==> src/rtl/adder_pkg.sv <==
// Shared definitions for the sequential slice adder.
//   SLICE_W : width of the shared ripple slice
//   state_t : controller states IDLE / RUN / DONE
//   nslice  : number of slice passes needed for a given operand width
package adder_pkg;

  localparam int SLICE_W = 3;

  typedef enum logic [1:0] {
    IDLE = 2'd0,
    RUN  = 2'd1,
    DONE = 2'd2
  } state_t;

  function automatic int nslice(input int width);
    return (width + SLICE_W - 1) / SLICE_W;
  endfunction

endpackage

==> src/rtl/adder_slice3.sv <==
// Purely combinational 3-bit ripple-carry adder slice.
// Ports:
//   a, b : 3-bit operands
//   ci   : carry in
//   s    : 3-bit sum
//   co   : carry out of bit 2
module adder_slice3 (
  input  logic [2:0] a,
  input  logic [2:0] b,
  input  logic       ci,
  output logic [2:0] s,
  output logic       co
);

  logic [3:0] w_c;

  always_comb begin
    w_c    = '0;
    s      = '0;
    w_c[0] = ci;
    for (int i = 0; i < 3; i++) begin
      s[i]     = a[i] ^ b[i] ^ w_c[i];
      w_c[i+1] = (a[i] & b[i]) | (w_c[i] & (a[i] ^ b[i]));
    end
  end

  assign co = w_c[3];

endmodule

==> src/rtl/adder_seq_ctrl.sv <==
// Sequencing controller: computes one WIDTH-bit add a + b + cin by passing
// 3-bit chunks, LSB first, through a single shared adder_slice3, one chunk
// per clock, with the slice carry registered between passes.
//
// Handshake: a transfer happens on a rising edge where valid and ready are
// both high. in_ready depends only on state; out_valid holds, with sum/cout
// stable, until out_ready is seen. No input reaches any output combinationally.
//
// Ports:
//   clk, rst             : clock, synchronous active-high reset
//   in_valid / in_ready  : operand handshake (a, b, cin)
//   out_valid / out_ready: result handshake (sum, cout)
//   busy                 : high while slices are being processed
//   slice_idx            : slice being processed, 0 outside RUN
//   dbg_state            : current FSM state for observation
module adder_seq_ctrl
  import adder_pkg::*;
#(
  parameter  int WIDTH  = 18,
  localparam int NSLICE = nslice(WIDTH),
  localparam int IDXW   = $clog2(NSLICE) + 1
) (
  input  logic             clk,
  input  logic             rst,
  input  logic             in_valid,
  output logic             in_ready,
  input  logic [WIDTH-1:0] a,
  input  logic [WIDTH-1:0] b,
  input  logic             cin,
  output logic             out_valid,
  input  logic             out_ready,
  output logic [WIDTH-1:0] sum,
  output logic             cout,
  output logic             busy,
  output logic [IDXW-1:0]  slice_idx,
  output state_t           dbg_state
);

  localparam int PADW = NSLICE * SLICE_W;
  localparam int REM  = WIDTH % SLICE_W;

  state_t           r_state;
  state_t           w_next;
  logic [PADW-1:0]  r_a;
  logic [PADW-1:0]  r_b;
  logic [WIDTH-1:0] r_res;
  logic             r_carry;
  logic             r_cout;
  logic [IDXW-1:0]  r_idx;

  logic [2:0]       w_sa;
  logic [2:0]       w_sb;
  logic [2:0]       w_ss;
  logic             w_sco;
  logic             w_last;
  logic             w_top_carry;

  // Operands are stored zero-padded to a whole number of slices so the top
  // chunk can be selected like any other.
  assign w_sa   = r_a[SLICE_W*r_idx +: SLICE_W];
  assign w_sb   = r_b[SLICE_W*r_idx +: SLICE_W];
  assign w_last = (r_idx == IDXW'(NSLICE - 1));

  adder_slice3 u_slice (
    .a  (w_sa),
    .b  (w_sb),
    .ci (r_carry),
    .s  (w_ss),
    .co (w_sco)
  );

  // Carry out of bit WIDTH-1. With zero padding in the top slice, the carry
  // into the first padded bit shows up as that padded sum bit.
  generate
    if (REM == 0) begin : g_full_top
      assign w_top_carry = w_sco;
    end else begin : g_pad_top
      assign w_top_carry = w_ss[REM];
    end
  endgenerate

  // State register
  always_ff @(posedge clk) begin
    if (rst) r_state <= IDLE;
    else     r_state <= w_next;
  end

  // Next-state logic
  always_comb begin
    w_next = r_state;
    case (r_state)
      IDLE:    if (in_valid) w_next = RUN;
      RUN:     if (w_last) w_next = DONE;
      DONE:    if (out_ready) w_next = IDLE;
      default: w_next = IDLE;
    endcase
  end

  // Output decode, from state and registers only
  always_comb begin
    in_ready  = 1'b0;
    out_valid = 1'b0;
    busy      = 1'b0;
    slice_idx = '0;
    case (r_state)
      IDLE: in_ready = 1'b1;
      RUN: begin
        busy      = 1'b1;
        slice_idx = r_idx;
      end
      DONE:    out_valid = 1'b1;
      default: ;
    endcase
  end

  assign sum       = r_res;
  assign cout      = r_cout;
  assign dbg_state = r_state;

  // Datapath
  always_ff @(posedge clk) begin
    if (rst) begin
      r_a     <= '0;
      r_b     <= '0;
      r_res   <= '0;
      r_carry <= 1'b0;
      r_cout  <= 1'b0;
      r_idx   <= '0;
    end else begin
      case (r_state)
        IDLE: begin
          if (in_valid) begin
            r_a     <= PADW'(a);
            r_b     <= PADW'(b);
            r_carry <= cin;
            r_res   <= '0;
            r_cout  <= 1'b0;
            r_idx   <= '0;
          end
        end
        RUN: begin
          // Padded sum bits above WIDTH-1 are dropped here.
          for (int k = 0; k < SLICE_W; k++) begin
            if (SLICE_W * int'(r_idx) + k < WIDTH)
              r_res[SLICE_W*int'(r_idx)+k] <= w_ss[k];
          end
          r_carry <= w_sco;
          if (w_last) begin
            r_cout <= w_top_carry;
            // Parked at 0 so the slice select never points past the operands.
            r_idx  <= '0;
          end else begin
            r_idx  <= r_idx + 1'b1;
          end
        end
        default: ;
      endcase
    end
  end

endmodule

==> config.mk <==
export PLATFORM = sky130hd
export DESIGN_NAME = adder_seq_ctrl
export DESIGN_NICKNAME = d
export VERILOG_FILES = /design/src/rtl/adder_pkg.sv /design/src/rtl/adder_slice3.sv /design/src/rtl/adder_seq_ctrl.sv
export SDC_FILE = /design/constraint.sdc
export NUM_CORES = 1
export LEC_CHECK = 0
export CAP_MARGIN = 20
export CELL_PAD_IN_SITES_DETAIL_PLACEMENT = 0
export CELL_PAD_IN_SITES_GLOBAL_PLACEMENT = 2
export CORE_ASPECT_RATIO = 1.25
export CORE_MARGIN = 2
export CORE_UTILIZATION = 28
export CTS_CLUSTER_SIZE = 20
export DETAILED_ROUTE_END_ITERATION = 10
export GPL_ROUTABILITY_DRIVEN = 0
export PLACE_DENSITY = 0.78
export SLEW_MARGIN = 20
export SYNTH_ARGS = -nofsm -noshare
export SYNTH_HDL_FRONTEND = slang
export SYNTH_SLANG_ARGS = --single-unit
==> constraint.sdc <==
create_clock -name clk -period 3.08 [get_ports clk]
set_clock_uncertainty 0.15 [all_clocks]
set_input_delay 0.308 -clock clk [delete_from_list [all_inputs] [get_ports clk]]
set_output_delay 0.308 -clock clk [all_outputs]
set_load 0.01 [all_outputs]
==> out/results.txt <==
Detailed Routing Iterations Pass 1: 5
Avg WL per Cell: 16.2 µm
period utilisation layout: 96.6%
Mapped Nets: 596
PortBufs: 68
Leak Pwr: 0.00216 µW
largest cells by area after synthesis: dfxtp_1 (30%), nand2_1 (11%), a21oi_1 (7.0%)
Worst-Skew Late Latency: 330 ps
RSZ-0062 raised after global routing: yes
#FFs+latches synth: 62
Final Hold Viols: 0
first-pass GRT wire length: 21800 µm
clk slew on worst S/H paths: 60 ps
FP Rows: 49
vias: 4278
total gr overflow: 0
antenna violations before repair: 0
most common cell after layout, fill and taps aside: nand2_1
Crit Path Max Fanout: 6
gr usage total: 17.1%
Max Cap Viol: 0
slew margin rel.: 38.3%
largest net degree at the start of global routing: 49
Final ANT Viol Nets: 0
critical path type: reg2reg
synth-to-layout area growth: 40.0%
Hold Buf Count CTS: 0
vias per cell: 5.17
P per Cell Area: 423 nW/µm²
fin nets: 701
crit path DAT: 3030 ps
DRC: 0
Post-synth top flop: dfxtp_1
IO Pins: 69
Hold WS: 303 ps
cell accounting for the most synthesized area: dfxtp_1
Max VDD drop: 0.229 mV
Chip Height: 140 µm
layout cell share with drive strength beyond 1: 20.2%
Synth Instances: 539
syn avg cell area: 7.65 µm²
fmax: 336 MHz
initial core utilization: 28.6%
H-Tree Depth: 3
die width: 113 µm
Ant. Diodes: 0
Synth Warn #: 0
fin. max-slew vios: 0
Critical Path RT: 3140 ps
PnR worst setup slack: 106 ps
vias in the first global route: 4347
CTS tree: built
fillers: 1475
Core Footprint: 14400 µm²
Routed WL: 13400 µm
Max Buffers Root-to-Sink: 2
startpoint types: flip-flop
Crit. End Element: flip-flop
ys async rst share: 0%
Cell Area, Synth: 4120 µm²
CTS root buf: clkbuf_16
Seq/Total Area, Yosys: 30.1%
# clock sinks: 62
TritonCTS buffer count: 9
final setup vio count: 0
worst min path class: reg2reg
commonest non-fill, non-tap cells in the layout: nand2_1 (115), clkdlybuf4s50_1 (67), buf_4 (65)
Place WS: -134 ps
hpwl dp: 10100 µm
area fraction of the dominant cell type after synthesis: 30.1%
post-layout min period: 2970 ps
Die ar.: 15700 µm²
first-iteration detailed-routing DRC count: 273
actual slew at the worst max-slew pin: 922 ps
status: completed
Post-synth EDFFs: 0
number of library cell types mapped by synthesis: 63
## worst max-delay path, cell delays in order (launching register included)
cell      delay [ps]
dfxtp_4          360
buf_4            150
ha_1             320
a211o_1          360
and3_1           240
nor2_4           180
buf_4            180
mux2i_1          270
nor3_2           110
a222oi_1         400
o21ai_1          120
## area by class of cell
class	instances	area (µm²)	area share (%)
multi-input combinational	420	2740	47.4
sequential	62	1250	21.7
timing repair buffer	134	1170	20.4
clock buffer	9	225	3.90
tap	178	223	3.86
clock inverter	7	97.6	1.69
inverter	17	63.8	1.11
## kinds of logic after synthesis
group / synth area share, %
AOI/OAI and AO/OA: 23.2
adders and majority gates: 5.59
xor gates and xnor gates: 1.03
buffers and inverters: 5.52
and+or+nand+nor: 25.5
muxes: 9.05
DFF: 30.1
## Yosys cell counts, types with 2 or more instances
library cell / n
a32o_1: 5
clkinv_1: 2
buf_1: 4
and4b_1: 2
xor2_1: 2
nand4_1: 7
a31oi_1: 6
mux2i_1: 17
buf_2: 5
a21o_1: 2
nor2b_1: 2
nor2_1: 37
a221oi_1: 6
mux4_2: 6
o21ai_1: 17
o21ai_0: 19
nand2b_1: 4
ha_1: 12
a32oi_1: 2
and2_1: 4
or3_4: 2
a211oi_2: 3
a21oi_2: 2
o211ai_1: 4
a21oi_1: 58
fa_1: 4
mux2_2: 6
dfxtp_1: 62
nand3_1: 10
nor3_1: 12
a221o_1: 3
o22ai_1: 2
nand2_1: 119
and3_1: 4
nor4_1: 12
a222oi_1: 5
clkbuf_1: 30
inv_1: 15
## through the flow
step / total power [µW] / cells / utilization, % / area (µm²) / setup TNS [ps]
after detailed placement: 1330 / 806 / 36.9 / 5320 / -1050
after global routing: 2550 / 827 / 40.1 / 5770 / -179
after floorplan: 1130 / 539 / - / 4140 / 0
final: 2440 / 827 / 40.1 / 5770 / 0
after CTS: 2450 / 822 / 39.2 / 5640 / 0
after global placement: 1320 / 806 / 36.9 / 5320 / -276
## final timing paths
path | startpoint | end | slack, ps | cells after the start
worst max-delay path | r_idx[1] | sum[8] | 110 | 10
worst max register to register | r_idx[1] | sum[8] | 110 | 10
worst min register to register | r_a[0] | r_a[0] | 300 | 2
worst min-delay path | r_a[0] | r_a[0] | 300 | 2
## power breakdown
group	internal (µW)	switching (µW)
Clock	711	406
Combinational	204	256
Sequential	838	24.5
## state kept, by name, indices dropped and copies added (netlist names)
signal     count
r_a           18
r_b           18
sum           18
r_idx          4
dbg_state      2
cout           1
r_carry        1
## timing repair
action / 4_1_cts / 5_1_grt
pin swaps: 0 / 5
gates resized for setup: 3 / 30
endpoints found under the setup margin: 17 / 18
buffers inserted: 0 / 5
## metal layers
| metal | part of all wire [%] | wire length (µm) | GRT usage [%] |
|---|---|---|---|
| met1 | 43 | 5740 | 20.5 |
| met2 | 50 | 6670 | 30.1 |
| met3 | 5.0 | 674 | 3.44 |
| met4 | 2.3 | 306 | 5.91 |
| met5 | 0 | 0 | 0 |
(Power assumes the default switching activity.)
